$ cat config.mk
export PLATFORM = sky130hd
export DESIGN_NAME = epp_fb_writer_flat
export DESIGN_NICKNAME = d
export VERILOG_FILES = /design/src/rtl/epp_fb_writer_pkg.sv /design/src/rtl/epp_fb_writer_if.sv /design/src/rtl/pixel_fifo.sv /design/src/rtl/epp_fb_writer.sv /design/src/flat_wrapper.sv
export SDC_FILE = /design/constraint.sdc
export NUM_CORES = 1
export LEC_CHECK = 0
export CORE_ASPECT_RATIO = 1.5
export CORE_MARGIN = 3
export CORE_UTILIZATION = 30
export DETAILED_ROUTE_END_ITERATION = 10
export PLACE_DENSITY = 0.55
export SLEW_MARGIN = 40
export SYNTH_ARGS = -nofsm -noshare
export SYNTH_HDL_FRONTEND = slang
export SYNTH_SLANG_ARGS = --single-unit
$ cat constraint.sdc
create_clock -name clk -period 2.79 [get_ports clk]
set_input_delay 0.837 -clock clk [delete_from_list [all_inputs] [get_ports clk]]
set_output_delay 0.837 -clock clk [all_outputs]
set_load 0.03 [all_outputs]
$ cat src/rtl/epp_fb_writer_pkg.sv
// Shared definitions for the EPP framebuffer writer.
//   - Register-map addresses seen through the EPP register port.
//   - STATUS byte bit positions and a helper that assembles the byte.
//   - Framebuffer address width and the queued write entry type.
package epp_fb_writer_pkg;

    localparam int FB_ADDR_W = 17;
    localparam int X_W       = 9;
    localparam int Y_W       = 8;

    localparam logic [2:0] REG_X_LO   = 3'd0;
    localparam logic [2:0] REG_X_HI   = 3'd1;
    localparam logic [2:0] REG_Y      = 3'd2;
    localparam logic [2:0] REG_PIXEL  = 3'd3;
    localparam logic [2:0] REG_STATUS = 3'd4;

    localparam int ST_RANGE_ERR = 7;
    localparam int ST_OVERFLOW  = 6;
    localparam int ST_COUNT_LSB = 0;

    typedef struct packed {
        logic [FB_ADDR_W-1:0] addr;
        logic [7:0]           data;
    } fb_entry_t;

    function automatic logic [7:0] status_byte(input logic       range_err,
                                               input logic       overflow,
                                               input logic [3:0] count);
        logic [7:0] s;
        s                            = 8'h00;
        s[ST_RANGE_ERR]              = range_err;
        s[ST_OVERFLOW]               = overflow;
        s[ST_COUNT_LSB+3:ST_COUNT_LSB] = count;
        return s;
    endfunction

endpackage

$ cat src/rtl/epp_fb_writer_if.sv
// Bus bundle between the EPP register stage and the framebuffer writer.
//   master : EPP stage / graphics-card side (drives register strobes, reg_din, fb_ready)
//   slave  : epp_fb_writer (drives reg_dout, busy, fb_we, fb_addr, fb_data)
interface epp_fb_writer_if;
    import epp_fb_writer_pkg::*;

    logic                 reg_addr_wr;
    logic                 reg_data_wr;
    logic                 reg_data_rd;
    logic [7:0]           reg_din;
    logic [7:0]           reg_dout;
    logic                 busy;
    logic                 fb_we;
    logic [FB_ADDR_W-1:0] fb_addr;
    logic [7:0]           fb_data;
    logic                 fb_ready;

    modport master (
        output reg_addr_wr, reg_data_wr, reg_data_rd, reg_din, fb_ready,
        input  reg_dout, busy, fb_we, fb_addr, fb_data
    );

    modport slave (
        input  reg_addr_wr, reg_data_wr, reg_data_rd, reg_din, fb_ready,
        output reg_dout, busy, fb_we, fb_addr, fb_data
    );

endinterface

$ cat src/rtl/pixel_fifo.sv
// Small synchronous FIFO for pending framebuffer writes.
// Ports:
//   clk, reset   : clock, asynchronous active-high reset (pointers/count only)
//   push, din    : enqueue din when not full
//   pop          : dequeue head when not empty
//   dout         : current head entry (valid while !empty)
//   full, empty  : occupancy flags derived from count
//   count        : number of stored entries, 0..DEPTH
// DEPTH must be a power of two so the pointers wrap naturally.
module pixel_fifo #(
    parameter int DATA_W = 8,
    parameter int DEPTH  = 4
) (
    input  logic                   clk,
    input  logic                   reset,
    input  logic                   push,
    input  logic [DATA_W-1:0]      din,
    input  logic                   pop,
    output logic [DATA_W-1:0]      dout,
    output logic                   full,
    output logic                   empty,
    output logic [$clog2(DEPTH):0] count
);

    localparam int PTR_W = $clog2(DEPTH);
    localparam int CNT_W = PTR_W + 1;

    logic [DATA_W-1:0] mem [DEPTH];
    logic [PTR_W-1:0]  wr_ptr;
    logic [PTR_W-1:0]  rd_ptr;
    logic [CNT_W-1:0]  count_r;
    logic              do_push;
    logic              do_pop;

    assign full    = (count_r == CNT_W'(DEPTH));
    assign empty   = (count_r == '0);
    assign do_push = push && !full;
    assign do_pop  = pop && !empty;
    assign dout    = mem[rd_ptr];
    assign count   = count_r;

    always_ff @(posedge clk or posedge reset) begin
        if (reset) begin
            wr_ptr  <= '0;
            rd_ptr  <= '0;
            count_r <= '0;
        end else begin
            if (do_push) wr_ptr <= wr_ptr + PTR_W'(1);
            if (do_pop)  rd_ptr <= rd_ptr + PTR_W'(1);
            count_r <= count_r + CNT_W'(do_push) - CNT_W'(do_pop);
        end
    end

    // Storage carries data only; stale contents are unreachable after reset.
    always_ff @(posedge clk) begin
        if (do_push) mem[wr_ptr] <= din;
    end

endmodule

$ cat src/rtl/epp_fb_writer.sv
// EPP framebuffer writer: turns EPP register accesses into queued
// framebuffer pixel writes.
// Ports:
//   clk    : single clock, rising edge
//   reset  : asynchronous active-high reset
//   bus    : epp_fb_writer_if.slave -- register strobes/bytes from the EPP
//            stage, reg_dout/busy back to it, fb_we/fb_addr/fb_data/fb_ready
//            handshake to the graphics-card framebuffer.
// Register map: 0 X_LO, 1 X_HI (bit0), 2 Y, 3 PIXEL (write), 4 STATUS (read),
// 5-7 reserved (writes ignored, read 0x00).
// Build option: define EPP_FB_AUTOINC_EN to advance x/y after every accepted
// PIXEL write (raster order with wrap); otherwise x/y move only by register
// writes.
module epp_fb_writer
    import epp_fb_writer_pkg::*;
#(
    parameter int H_RES      = 320,
    parameter int V_RES      = 240,
    parameter int FIFO_DEPTH = 4
) (
    input  logic          clk,
    input  logic          reset,
    epp_fb_writer_if.slave bus
);

    localparam int CNT_W = $clog2(FIFO_DEPTH) + 1;

    logic [2:0]       addr_reg;
    logic [X_W-1:0]   x, x_nxt;
    logic [Y_W-1:0]   y, y_nxt;
    logic             range_err;
    logic             overflow;
    logic [7:0]       reg_dout_r;
    logic [7:0]       rd_data;
    logic             busy_r;

    logic             data_wr;
    logic             pix_wr;
    logic             in_range;
    logic             push;
    logic             pop;
    logic             status_rd;
    logic             range_set;
    logic             ovf_set;
    fb_entry_t        push_entry;
    fb_entry_t        head_entry;
    logic             fifo_full;
    logic             fifo_empty;
    logic [CNT_W-1:0] fifo_count;
    logic [CNT_W-1:0] cnt_nxt;

    // An address strobe wins over a coincident data strobe.
    assign data_wr   = bus.reg_data_wr && !bus.reg_addr_wr;
    assign pix_wr    = data_wr && (addr_reg == REG_PIXEL);
    assign in_range  = (int'(x) < H_RES) && (int'(y) < V_RES);
    // Full is judged on the registered count, so a same-cycle pop never frees a slot.
    assign push      = pix_wr && in_range && !fifo_full;
    assign pop       = !fifo_empty && bus.fb_ready;
    assign range_set = pix_wr && !in_range;
    assign ovf_set   = pix_wr && fifo_full;
    assign status_rd = bus.reg_data_rd && (addr_reg == REG_STATUS);
    assign cnt_nxt   = fifo_count + CNT_W'(push) - CNT_W'(pop);

    assign push_entry.addr = FB_ADDR_W'(y) * FB_ADDR_W'(H_RES) + FB_ADDR_W'(x);
    assign push_entry.data = bus.reg_din;

    pixel_fifo #(
        .DATA_W ($bits(fb_entry_t)),
        .DEPTH  (FIFO_DEPTH)
    ) u_fifo (
        .clk   (clk),
        .reset (reset),
        .push  (push),
        .din   (push_entry),
        .pop   (pop),
        .dout  (head_entry),
        .full  (fifo_full),
        .empty (fifo_empty),
        .count (fifo_count)
    );

    always_comb begin
        x_nxt = x;
        y_nxt = y;
        if (data_wr) begin
            case (addr_reg)
                REG_X_LO: x_nxt[7:0] = bus.reg_din;
                REG_X_HI: x_nxt[8]   = bus.reg_din[0];
                REG_Y:    y_nxt      = bus.reg_din;
                default:  ;
            endcase
        end
`ifdef EPP_FB_AUTOINC_EN
        if (push) begin
            if (int'(x) == H_RES - 1) begin
                x_nxt = '0;
                if (int'(y) == V_RES - 1) y_nxt = '0;
                else                      y_nxt = y + Y_W'(1);
            end else begin
                x_nxt = x + X_W'(1);
            end
        end
`endif
    end

    always_comb begin
        rd_data = 8'h00;
        case (addr_reg)
            REG_X_LO:   rd_data = x[7:0];
            REG_X_HI:   rd_data = {7'b0, x[8]};
            REG_Y:      rd_data = y;
            REG_STATUS: rd_data = status_byte(range_err, overflow, 4'(fifo_count));
            default:    rd_data = 8'h00;
        endcase
    end

    always_ff @(posedge clk or posedge reset) begin
        if (reset) begin
            addr_reg   <= '0;
            x          <= '0;
            y          <= '0;
            range_err  <= 1'b0;
            overflow   <= 1'b0;
            reg_dout_r <= 8'h00;
            busy_r     <= 1'b0;
        end else begin
            if (bus.reg_addr_wr) addr_reg <= bus.reg_din[2:0];
            x <= x_nxt;
            y <= y_nxt;
            // A new event in the read cycle outranks the read-to-clear.
            range_err <= range_set | (range_err & ~status_rd);
            overflow  <= ovf_set   | (overflow  & ~status_rd);
            if (bus.reg_data_rd) reg_dout_r <= rd_data;
            busy_r <= (cnt_nxt == CNT_W'(FIFO_DEPTH));
        end
    end

    assign bus.reg_dout = reg_dout_r;
    assign bus.busy     = busy_r;
    assign bus.fb_we    = !fifo_empty;
    assign bus.fb_addr  = head_entry.addr;
    assign bus.fb_data  = head_entry.data;

endmodule

$ cat src/flat_wrapper.sv
// flat-port wrapper written by rule: the top's interface ports become plain ports
module epp_fb_writer_flat import epp_fb_writer_pkg::*;
#(
    parameter int H_RES      = 320,
    parameter int V_RES      = 240,
    parameter int FIFO_DEPTH = 4
)
  (clk, reset, bus_reg_addr_wr, bus_reg_data_wr, bus_reg_data_rd, bus_reg_din, bus_fb_ready, bus_reg_dout, bus_busy, bus_fb_we, bus_fb_addr, bus_fb_data);
  epp_fb_writer_if bus_i ();
  input  logic clk;
  input  logic reset;
  input wire logic [$bits(bus_i.reg_addr_wr)-1:0] bus_reg_addr_wr;
  input wire logic [$bits(bus_i.reg_data_wr)-1:0] bus_reg_data_wr;
  input wire logic [$bits(bus_i.reg_data_rd)-1:0] bus_reg_data_rd;
  input wire logic [$bits(bus_i.reg_din)-1:0] bus_reg_din;
  input wire logic [$bits(bus_i.fb_ready)-1:0] bus_fb_ready;
  output wire logic [$bits(bus_i.reg_dout)-1:0] bus_reg_dout;
  output wire logic [$bits(bus_i.busy)-1:0] bus_busy;
  output wire logic [$bits(bus_i.fb_we)-1:0] bus_fb_we;
  output wire logic [$bits(bus_i.fb_addr)-1:0] bus_fb_addr;
  output wire logic [$bits(bus_i.fb_data)-1:0] bus_fb_data;
  assign bus_i.reg_addr_wr = bus_reg_addr_wr;
  assign bus_i.reg_data_wr = bus_reg_data_wr;
  assign bus_i.reg_data_rd = bus_reg_data_rd;
  assign bus_i.reg_din = bus_reg_din;
  assign bus_i.fb_ready = bus_fb_ready;
  assign bus_reg_dout = bus_i.reg_dout;
  assign bus_busy = bus_i.busy;
  assign bus_fb_we = bus_i.fb_we;
  assign bus_fb_addr = bus_i.fb_addr;
  assign bus_fb_data = bus_i.fb_data;
  epp_fb_writer #(.H_RES(H_RES), .V_RES(V_RES), .FIFO_DEPTH(FIFO_DEPTH)) u_core (.clk(clk), .reset(reset), .bus(bus_i));
endmodule
==> impl_metrics.py <==
metrics = {
    "critical_path": {
        "r2r_slack_ns": 0.13,
        "cpLargestDelayFamily": "multiplexers",
        "cp-end-kind": "output pin",
        "worst-path-max-fanout": 9,
        "critPathKind": "flop to output pin",
        "r2r_cells": 8,
        "crit_path_top_delay_cell": "mux4_2",
        "worstPathRequired_ns": 1.95,
        "endpoint": "bus_fb_addr[16]",
        "worst-path-buf-inv": 2,
        "cp.arrival_ns": 1.86,
        "start_kind": "flop",
        "rr_endpoint": "u_core.u_fifo.mem[3][24]",
        "startpoint": "u_core.u_fifo.rd_ptr[0]",
        "cp_slowest_stage_delay_ns": 0.54,
        "worst_r2r_startpoint": "u_core.y[3]",
        "cp_common_cell": "buf_4",
        "cp.depth": 3,
        "crit_chain": "buf_4 -> mux4_2 -> buf_4",
    },
    "sta": {
        "finalClockSkew_ns": 0.00940,
        "drv_slew": 0,
        "worst_pin_slew_ns": 0.532,
        "setup_ws_ns": 0.0948,
        "relSlewSlack_pct": 64.4,
        "min_period_over_period_pct": 96.6,
        "timing.fmax_mhz": 371,
        "whs_ns": 0.507,
        "fin_crit_ns": 2.70,
        "setup_viol": 0,
        "hold_viol": 0,
    },
    "finish": {
        "largest_reg_flops": 100,
        "top_regs": "u_core.u_fifo.mem: 100 flops, u_core.x: 9 flops",
        "top_register": "u_core.u_fifo.mem",
        "fill_cells": 1850,
        "fin_cells": 712,
        "multi_input_area_um2": 1990,
        "utilization_pct": 39.7,
        "fin_nets": 482,
        "drive_gt1_share_pct": 33.8,
        "area_delta_synth_final_pct": 28.7,
        "antenna_cells": 0,
        "seq_area_um2": 3960,
    },
    "detailed_routing": {
        "drc": 0,
        "route.antenna.remaining_nets": 0,
        "dr.first_iter.drc_count": 150,
        "dr.pass1.iters": 4,
        "via_per_inst": 4.65,
        "wl_per_cell_um": 17.5,
        "drt_wl_total_um": 12400,
        "vias": 3313,
    },
    "logic_synthesis": {
        "synth_top_family_by_area": "multiplexers",
        "yosys.area_share.simple_pct": 4.83,
        "synth_compound_gate_area_share_pct": 5.16,
        "synth_fa_ha_area_share_pct": 5.60,
        "synth_area_um2": 5980,
        "yosysWarnings": 0,
        "syn_inst": 352,
        "synth_flop_cell": "edfxtp_1",
        "syn_nets": 391,
        "yosys-mux-area-fraction_pct": 13.6,
        "yosysTopAreaCellShare_pct": 50.2,
        "synth_top_cell_by_area": "edfxtp_1",
        "ys_types": 49,
        "synth-xor-area-share_pct": 2.59,
        "synth_area_leaders": "edfxtp_1, dfrtp_1, mux4_2, ha_1, mux2_2",
        "async_reset_ff_share_pct": 27.5,
        "synth_edf_count": 100,
        "ys_seq_area_share_pct": 66.1,
        "avgSynthCellArea_um2": 17.0,
        "yosys_register_bits": 138,
    },
    "grt": {
        "grt_pass1_vias": 3585,
        "grt_pass1_wl_um": 19800,
        "grt_overflow": 0,
        "antenna_found_initial": 0,
        "grt_use_total_pct": 12.1,
        "grt_start_max_net_pins": 39,
    },
    "hold_path": {
        "min_path_type": "flop to flop",
    },
    "clock_network": {
        "insertion_delay_ns": 0.40,
        "tritoncts": "yes",
        "cts_root_buffer": "clkbuf_16",
        "cts_buffers": 17,
        "cts.sinks": 138,
        "htreeDepth": 4,
        "clk_pin_slew_ns": 0.06,
        "clockBufferDepth": 2,
    },
    "floorplan": {
        "core-area_um2": 19400,
        "dieArea_um2": 21700,
        "ios": 49,
        "die_h_um": 179,
        "row_count": 62,
        "start_util_pct": 30.9,
        "die_x_um": 121,
    },
    "placement": {
        "place_inst": 673,
        "gp_routability_congestion": 0.776,
        "hpwl_um": 8650,
        "portBuffers": 48,
        "dp_slack_ns": -0.635,
    },
    "power_and_ir_drop": {
        "power_density_nw_per_um2": 1100,
        "ir_drop_uv": 485,
        "total_leakage_power_uw": 0.00292,
    },
    "job": {
        "cap_violations": 0,
    },
    "status": {
        "status": "finished clean",
    },
}
[cells in the mapped netlist, drive strengths merged (3+ instances only)]
| cell type | instances |
|---|---|
| xnor2 | 11 |
| xor2 | 5 |
| nand2 | 12 |
| edfxtp | 100 |
| buf | 9 |
| o22ai | 7 |
| nor3 | 4 |
| inv | 21 |
| nand2b | 3 |
| nor3b | 3 |
| a31oi | 5 |
| a21oi | 5 |
| fa | 3 |
| and2 | 5 |
| ha | 22 |
| dfrtp | 38 |
| mux4 | 25 |
| mux2i | 8 |
| nor2 | 13 |
| o21ai | 10 |
| nand3 | 4 |
| mux2 | 15 |
[layer usage]
metal,GRT usage (%),up-vias,share of wire (%)
li1,-,1538,-
met1,14.5,1707,42
met2,21.4,58,54
met3,2.40,10,2.9
met4,4.49,0,1.4
met5,0,-,0
[cell usage in the layout, fill, tap and decap left out, types with 3 or more instances in the layout]
cell type and count:
a21oi_1 5, a31oi_1 5, and2_1 5, buf_12 4, buf_4 50, bufinv_16 3, clkbuf_16 17, clkdlybuf4s50_1 20
clkinv_4 3, dfrtp_1 37, dlygate4sd2_1 5, edfxtp_1 100, ha_1 20, inv_1 18, inv_2 3, inv_6 3
inv_8 3, mux2_2 15, mux2i_1 8, mux4_2 25, nand2_1 11, nand3_1 4, nor2_1 12, o21ai_0 8
o22ai_1 7, xnor2_1 8, xnor2_2 3, xor2_2 3
[stage by stage]
stage          area, µm²  power (µW)  setup TNS [ns]
2_1_floorplan       6010        5100         -0.0806
3_3_place_gp        6960        6020           -1.15
3_5_place_dp        6960        6090           -1.47
4_1_cts             7600        8480          -0.109
5_1_grt             7700        8980         -0.0972
6_report            7700        8510               0
[cells by family after synthesis]
logic type / after synthesis
multiplexers: 48
flip-flops: 138
AND/OR/NAND/NOR: 51
XOR/XNOR: 16
buffers and inverters: 31
AO/OA/AOI/OAI: 43
adder cells (fa/ha/maj): 25
[worst min-delay path by stage]
stage | from | to | cells past startpoint
5_1_grt | u_core.overflow | u_core.overflow | 1
6_report | u_core.overflow | u_core.overflow | 1
3_5_place_dp | u_core.overflow | u_core.overflow | 1
4_1_cts | u_core.overflow | u_core.overflow | 1
2_1_floorplan | u_core.range_err | u_core.range_err | 1
3_3_place_gp | u_core.overflow | u_core.overflow | 1
[repair_timing]
| item | in CTS | in global routing |
|---|---|---|
| buffers inserted | 2 | 5 |
| resized for setup | 7 | 14 |
| pin swaps | 2 | 5 |
| hold buffers | 0 | 0 |
| endpoints found under the setup margin | 26 | 29 |
[area by class of cell]
| type | instances | area share [%] |
|---|---|---|
| clock buffer | 19 | 5.75 |
| clock inverter | 13 | 2.36 |
| inverter | 21 | 1.02 |
| multi-input combinational | 183 | 25.8 |
| sequential | 138 | 51.3 |
| tap | 256 | 4.16 |
| timing repair buffer | 82 | 9.55 |
[worst reg2reg max path: stages, from the launching register on]
cell      delay [ns]
dfrtp_1         0.39
ha_1            0.29
ha_1            0.26
fa_2            0.39
a211oi_2        0.29
o21bai_1        0.12
a21oi_1         0.24
xnor2_2         0.14
o32ai_4         0.34
[power by group]
| group | internal (µW) | leakage, µW | switching (µW) |
|---|---|---|---|
| clock | 1460 | 0.000308 | 892 |
| sequential | 2670 | 0.00137 | 240 |
| combinational | 1460 | 0.00124 | 1780 |
| total | 5590 | 0.00292 | 2920 |
Note: power is estimated with default switching activity, not from simulation.
